[src/rtl/rob_alloc_ctrl.sv]
// ============================================================================
// rob_alloc_ctrl
// ----------------------------------------------------------------------------
// Purpose:
//   Hands out in-order ROB tags to the rename stage (up to PIPE_WIDTH per
//   cycle), owns the ROB head/tail pointers and the live-entry count, retires
//   entries on commit and collapses the allocation window on flush.
//
// Optional feature (compile-time macro):
//   ROB_ALLOC_PERF_EN - when defined, stall_cycles counts cycles in which rename
//                       requested slots but at least one requested slot was
//                       denied (saturating, cleared by rst). When undefined the
//                       counter does not exist and stall_cycles reads 0.
//
// Ports:
//   clk            clock
//   rst            synchronous active-high reset (beats flush/commit/alloc)
//   flush          discard every outstanding entry
//   alloc_req      per-slot request from rename
//   alloc_ack      rename accepted the granted group this cycle
//   alloc_gnt      per-slot grant (combinational, same cycle as the request)
//   alloc_tags     per-slot tag (tail + number of requesting lower slots)
//   commit_valid   in-order retire strobes from the ROB head
//   head_ptr       oldest live entry
//   tail_ptr       next tag to allocate
//   occupancy      number of live entries
//   rob_full       occupancy == ROB_ENTRIES
//   rob_empty      occupancy == 0
//   underflow_err  sticky: a commit asked for more entries than were live
//   stall_cycles   allocation stall counter (see ROB_ALLOC_PERF_EN)
// ============================================================================
module rob_alloc_ctrl #(
    parameter int PIPE_WIDTH  = 2,
    parameter int ROB_ENTRIES = 32,
    parameter int TAG_WIDTH   = $clog2(ROB_ENTRIES)
) (
    input  logic                                  clk,
    input  logic                                  rst,
    input  logic                                  flush,
    input  logic [PIPE_WIDTH-1:0]                 alloc_req,
    input  logic                                  alloc_ack,
    output logic [PIPE_WIDTH-1:0]                 alloc_gnt,
    output logic [PIPE_WIDTH-1:0][TAG_WIDTH-1:0]  alloc_tags,
    input  logic [PIPE_WIDTH-1:0]                 commit_valid,
    output logic [TAG_WIDTH-1:0]                  head_ptr,
    output logic [TAG_WIDTH-1:0]                  tail_ptr,
    output logic [TAG_WIDTH:0]                    occupancy,
    output logic                                  rob_full,
    output logic                                  rob_empty,
    output logic                                  underflow_err,
    output logic [31:0]                           stall_cycles
);

    // Counts and occupancy share one extra bit over the pointers so that a
    // completely full ROB (occupancy == ROB_ENTRIES) is representable.
    localparam int            CW      = TAG_WIDTH + 1;
    localparam logic [CW-1:0] ENTRIES = CW'(ROB_ENTRIES);

    // ------------------------------------------------------------------------
    // State
    // ------------------------------------------------------------------------
    logic [TAG_WIDTH-1:0] head_q, head_d;
    logic [TAG_WIDTH-1:0] tail_q, tail_d;
    logic [CW-1:0]        occ_q,  occ_d;
    logic                 underflow_q, underflow_d;

    // ------------------------------------------------------------------------
    // Helpers
    // ------------------------------------------------------------------------
    // Pointer advance with an explicit wrap compare, so ROB_ENTRIES need not
    // be a power of two. n never exceeds ROB_ENTRIES, so one subtract suffices.
    function automatic logic [TAG_WIDTH-1:0] ptr_add(
        input logic [TAG_WIDTH-1:0] p,
        input logic [CW-1:0]        n
    );
        logic [CW-1:0] s;
        s = {1'b0, p} + n;
        if (s > ENTRIES - CW'(1)) begin
            s = s - ENTRIES;
        end
        return s[TAG_WIDTH-1:0];
    endfunction

    function automatic logic [CW-1:0] popcnt(input logic [PIPE_WIDTH-1:0] v);
        logic [CW-1:0] c;
        c = '0;
        for (int i = 0; i < PIPE_WIDTH; i++) begin
            c = c + CW'(v[i]);
        end
        return c;
    endfunction

    // Free space comes from the registered occupancy only: entries retired
    // this cycle cannot be handed out again in the same cycle.
    logic [CW-1:0] free_cnt;
    assign free_cnt = ENTRIES - occ_q;

    // ------------------------------------------------------------------------
    // Per-slot grant and tag
    // ------------------------------------------------------------------------
    // Slot gi needs room for itself plus every requesting slot below it. The
    // requirement is monotonic in gi, so a denied requesting slot automatically
    // denies every higher slot and grants stay in order.
    generate
        for (genvar gi = 0; gi < PIPE_WIDTH; gi++) begin : g_slot
            logic [CW-1:0] lower_cnt;

            always_comb begin
                lower_cnt = '0;
                for (int j = 0; j < gi; j++) begin
                    lower_cnt = lower_cnt + CW'(alloc_req[j]);
                end
            end

            assign alloc_gnt[gi]  = !rst && !flush && alloc_req[gi] &&
                                    (free_cnt >= lower_cnt + CW'(1));
            assign alloc_tags[gi] = rst ? '0 : ptr_add(tail_q, lower_cnt);
        end
    endgenerate

    // ------------------------------------------------------------------------
    // Next-state logic
    // ------------------------------------------------------------------------
    logic          req_denied;
    logic          alloc_fire;
    logic [CW-1:0] alloc_n;
    logic [CW-1:0] commit_n;
    logic [CW-1:0] commit_eff;
    logic          underflow_hit;

    always_comb begin
        req_denied    = |(alloc_req & ~alloc_gnt);
        alloc_n       = popcnt(alloc_req & alloc_gnt);
        // Acking a partially granted group is a protocol error: nothing is
        // consumed, which keeps the tags rename saw contiguous next time.
        alloc_fire    = alloc_ack && !flush && !req_denied;

        commit_n      = popcnt(commit_valid);
        underflow_hit = commit_n > occ_q;
        commit_eff    = underflow_hit ? '0 : commit_n;

        head_d        = ptr_add(head_q, commit_eff);
        underflow_d   = underflow_q | underflow_hit;

        if (flush) begin
            // Commits of the flush cycle land first; the window then collapses
            // onto the post-commit head.
            tail_d = head_d;
            occ_d  = '0;
        end else begin
            tail_d = ptr_add(tail_q, alloc_fire ? alloc_n : '0);
            occ_d  = occ_q + (alloc_fire ? alloc_n : '0) - commit_eff;
        end
    end

    always_ff @(posedge clk) begin
        if (rst) begin
            head_q      <= '0;
            tail_q      <= '0;
            occ_q       <= '0;
            underflow_q <= 1'b0;
        end else begin
            head_q      <= head_d;
            tail_q      <= tail_d;
            occ_q       <= occ_d;
            underflow_q <= underflow_d;
        end
    end

    // ------------------------------------------------------------------------
    // Stall counter
    // ------------------------------------------------------------------------
`ifdef ROB_ALLOC_PERF_EN
    logic [31:0] stall_q, stall_d;
    logic        stall_hit;

    always_comb begin
        stall_hit = (|alloc_req) && !flush && req_denied;
        stall_d   = stall_q;
        if (stall_hit && (stall_q != 32'hFFFF_FFFF)) begin
            stall_d = stall_q + 32'd1;
        end
    end

    always_ff @(posedge clk) begin
        if (rst) begin
            stall_q <= '0;
        end else begin
            stall_q <= stall_d;
        end
    end

    assign stall_cycles = stall_q;
`else
    assign stall_cycles = '0;
`endif

    // ------------------------------------------------------------------------
    // Outputs (straight from registered state)
    // ------------------------------------------------------------------------
    assign head_ptr      = head_q;
    assign tail_ptr      = tail_q;
    assign occupancy     = occ_q;
    assign rob_full      = (occ_q == ENTRIES);
    assign rob_empty     = (occ_q == '0);
    assign underflow_err = underflow_q;

endmodule

[config.mk]
export PLATFORM = sky130hd
export DESIGN_NAME = rob_alloc_ctrl
export DESIGN_NICKNAME = d
export VERILOG_FILES = /design/src/rtl/rob_alloc_ctrl.sv
export SDC_FILE = /design/constraint.sdc
export NUM_CORES = 1
export LEC_CHECK = 0
export BUFFER_PORTS_ARGS = -buffer_cell sky130_fd_sc_hd__buf_2
export CORE_ASPECT_RATIO = 1.1
export CORE_MARGIN = 4
export CORE_UTILIZATION = 44
export CTS_CLUSTER_DIAMETER = 60
export DETAILED_ROUTE_END_ITERATION = 6
export PLACE_DENSITY_LB_ADDON = 0.3
export SYNTH_ARGS = -nofsm -noshare
export SYNTH_HDL_FRONTEND = slang
export SYNTH_SLANG_ARGS = --single-unit
export TNS_END_PERCENT = 1
[constraint.sdc]
create_clock -name clk -period 3.7 [get_ports clk]
set_clock_uncertainty 0.15 [all_clocks]
set_input_delay 0.925 -clock clk [delete_from_list [all_inputs] [get_ports clk]]
set_output_delay 0.925 -clock clk [all_outputs]
set_load 0.01 [all_outputs]
==> impl_results.md <==
* Die X at 67.5 um
* Io pins at 71
* Reg-to-reg slack, setup at 0.23 ns
* Mean routed wirelength per cell at 11.0 um
* Filler cell count at 370
* Status: finished clean
* Clk_lat worst skew at 0.25 ns
* HP Class: reg -> reg
* Starting DRT DRC Count at 42
* CTS tree: done
* Synth cell types at 40
* Total routed wirelength at 3320 um
* Final Net Count at 288
* Register-to-Register Path Depth at 14
* ANT nets after route at 0
* Post-layout util at 55.1%
* Final setup vio count at 0
* CP cell instances: buf_2 > inv_2 > ha_1 > nand2b_4 > a21oi_4 > a311oi_2 > ha_2 > nand4_1 > ha_1 > inv_1 > ha_1 > fa_2 > a21o_1 > a21oi_2 > xnor2_1 > nor2_1
* Placed Cells at 295
* Hold WS at 0.298 ns
* H-tree depth at 1
* Area contributors post-synth: dfxtp_1, ha_1, buf_4
* R2R Path Start: occupancy[2]$_SDFF_PP0_
* Total number of vias at 1362
* Slew Viols, Final at 0
* List of most frequent post-synthesis cells: buf_4, ha_1, inv_1
* FP Rows at 23
* RSZ-0062 raised after global routing: true
* Top-count cell post-synth: buf_4
* Register area share after synthesis at 19.9%
* Worst r2r dst: occupancy[4]$_SDFF_PP0_
* Tot GR Track Use at 13.9%
* Layout area overhead at 18.6%
* Final Cycle Share at 97.0%
* Routed vias/inst at 4.52
* First-pass GRT wire length at 5250 um
* Crit-path max cell delay at 0.40 ns
* Die H at 73.4 um
* Post-layout min period at 3.59 ns
* Port Buf Inserts at 38
* Largest net degree at the start of global routing at 22
* Vias in the first global route at 1239
* Crit path max fanout at 4
* CP required at 3.70 ns
* Remaining global-route overflow at 0
* Synthesized instance count at 199
* # Max-Cap Violations at 0
* Synth Register Bits at 17
* Post-synth EDFFs at 0
* FMAX at 279 MHz
* Cts bufs inserted at 3
* Detail Placement HPWL at 2830 um
* Non-Filler Instances at 301
* Share of cells above drive strength 1 at 29.5%
* Antenna violations before repair at 0
* Floorplan core area at 3680 sq um
* Multi-input logic area at 1190 sq um
* Post-synth top area share at 19.9%
* Peak supply drop at 413 uV
* Die area at 4950 sq um
* Worst Path Arrival at 3.59 ns
* Setup crit start: alloc_req[0]
* Post-synth top flop: dfxtp_1
* DRT Pass-1 Iters at 4
* Starting Density at 46.5%
* Yosys warns at 0
* Critical path capture point: occupancy[4]$_SDFF_PP0_
* CP max stage cell: fa_2
* Crit path capture type: flop
* PD cells at 631 nW/um^2
* Most used cell along the critical path: ha_1
* Diodes inserted at 0
* GP Congestion at 0.807
* Avg Inst Size Synth at 8.60 sq um
* Reg area at 340 sq um
* Mapped Area at 1710 sq um
* Final Hold Fails at 0
* Cell leakage power at 1.03 nW
* Root Driver: clkbuf_8
* Post-synth top area cell: dfxtp_1
* Residual DRC count at 0
* Clk sink count at 17
* Clk buf depth at 2
* Sum of negative setup slack at 0 ns
* CP Class: in -> reg
* CP Launch Type: primary input
* Clock transition at path regs at 0.07 ns
* Overall power at 1.28 mW
* Asr flop ratio synth at 0%
* # hold bufs at CTS at 0
[critical path, delay by kind of cell]
family,cells,cell delay (ns)
buffers and inverters,3,0.18
and+or+nand+nor,3,0.28
adders and majority gates,5,1.52
AOI/OAI and AO/OA,4,0.56
xor gates and xnor gates,1,0.12
[routing by layer]
| metal | wire length (um) | part of all wire (%) | track usage, % |
|---|---|---|---|
| met4 | 84 | 2.5 | 7.43 |
| met1 | 1420 | 43 | 17.2 |
| met5 | 0 | 0 | 0 |
| met2 | 1560 | 47 | 23.0 |
| met3 | 249 | 7.5 | 1.83 |
[registers in the layout, indices dropped and copies added, names as in the netlist]
register	flops
head_ptr	5
underflow_err	1
occupancy	6
tail_ptr	5
[repair_timing]
item / CTS / global route
gates resized for setup: 0 / 3
setup endpoints to repair: 0 / 3
setup buffers: 0 / 2
[where the power goes]
group / total (mW) / switching (mW) / internal, mW
registers: 0.273 / 0.0387 / 0.234
logic: 0.870 / 0.461 / 0.409
clock network: 0.137 / 0.0627 / 0.0747
[cell type report]
| type | count | share of cell area, % |
|---|---|---|
| clock inverters | 1 | 0.246 |
| well taps | 50 | 3.08 |
| repair buffers | 54 | 15.3 |
| clock buffers | 3 | 2.03 |
| inverters | 21 | 3.88 |
| multi-input cells | 155 | 58.7 |
| flip-flops and latches | 17 | 16.8 |
[worst min-delay path by stage]
stage                              from                  endpoint  cells past startpoint
2_1_floorplan  underflow_err$_SDFF_PP0_  underflow_err$_SDFF_PP0_                      2
3_3_place_gp   underflow_err$_SDFF_PP0_  underflow_err$_SDFF_PP0_                      2
3_5_place_dp   underflow_err$_SDFF_PP0_  underflow_err$_SDFF_PP0_                      2
4_1_cts        underflow_err$_SDFF_PP0_  underflow_err$_SDFF_PP0_                      2
5_1_grt        underflow_err$_SDFF_PP0_  underflow_err$_SDFF_PP0_                      2
6_report       underflow_err$_SDFF_PP0_  underflow_err$_SDFF_PP0_                      2
[stage by stage]
stage               setup WS [ns]  area [sq um]
floorplan                 -0.0276          1870
global placement           -0.196          1950
CTS                       0.00804          2000
global route              -0.0242          2030
detailed placement         -0.258          1950
finish                      0.111          2030
[placed cells by master, fill, tap and decap left out, types with 2 or more instances in the layout]
master    Yosys  layout
a211oi_1      2       2
a21o_1        2       2
a21oi_1       7       4
a21oi_2       0       2
a311oi_1      4       2
a311oi_2      0       2
and2_1        4       4
and3_1        2       2
and4_1        2       2
buf_2         1      38
buf_4        32      16
clkbuf_8      0       3
conb_1        1      32
dfxtp_1      17      17
fa_1          4       3
ha_1         24      23
inv_1        21      20
nand2_1       4       4
nand2b_1      3       2
nand3_1       3       3
nand3b_1      2       2
nand4_1       2       2
nor2_1       13      13
nor2b_1      13      13
o21ai_0       3       3
o22a_1        2       2
xnor2_1       7       7
xor2_1        6       6
[logic make-up (layout without fill, tap and decap cells)]
family	Yosys count	in the layout	share of synthesized area, %
and+or+nand+nor	54	54	17.9
muxes	1	1	0.585
other	1	32	0.219
DFF	17	17	19.9
AOI/OAI and AO/OA	27	27	12.7
xor gates and xnor gates	13	13	6.65
buffers and inverters	58	79	19.8
adders and majority gates	28	28	22.2
Note: power is estimated with default switching activity, not from simulation.
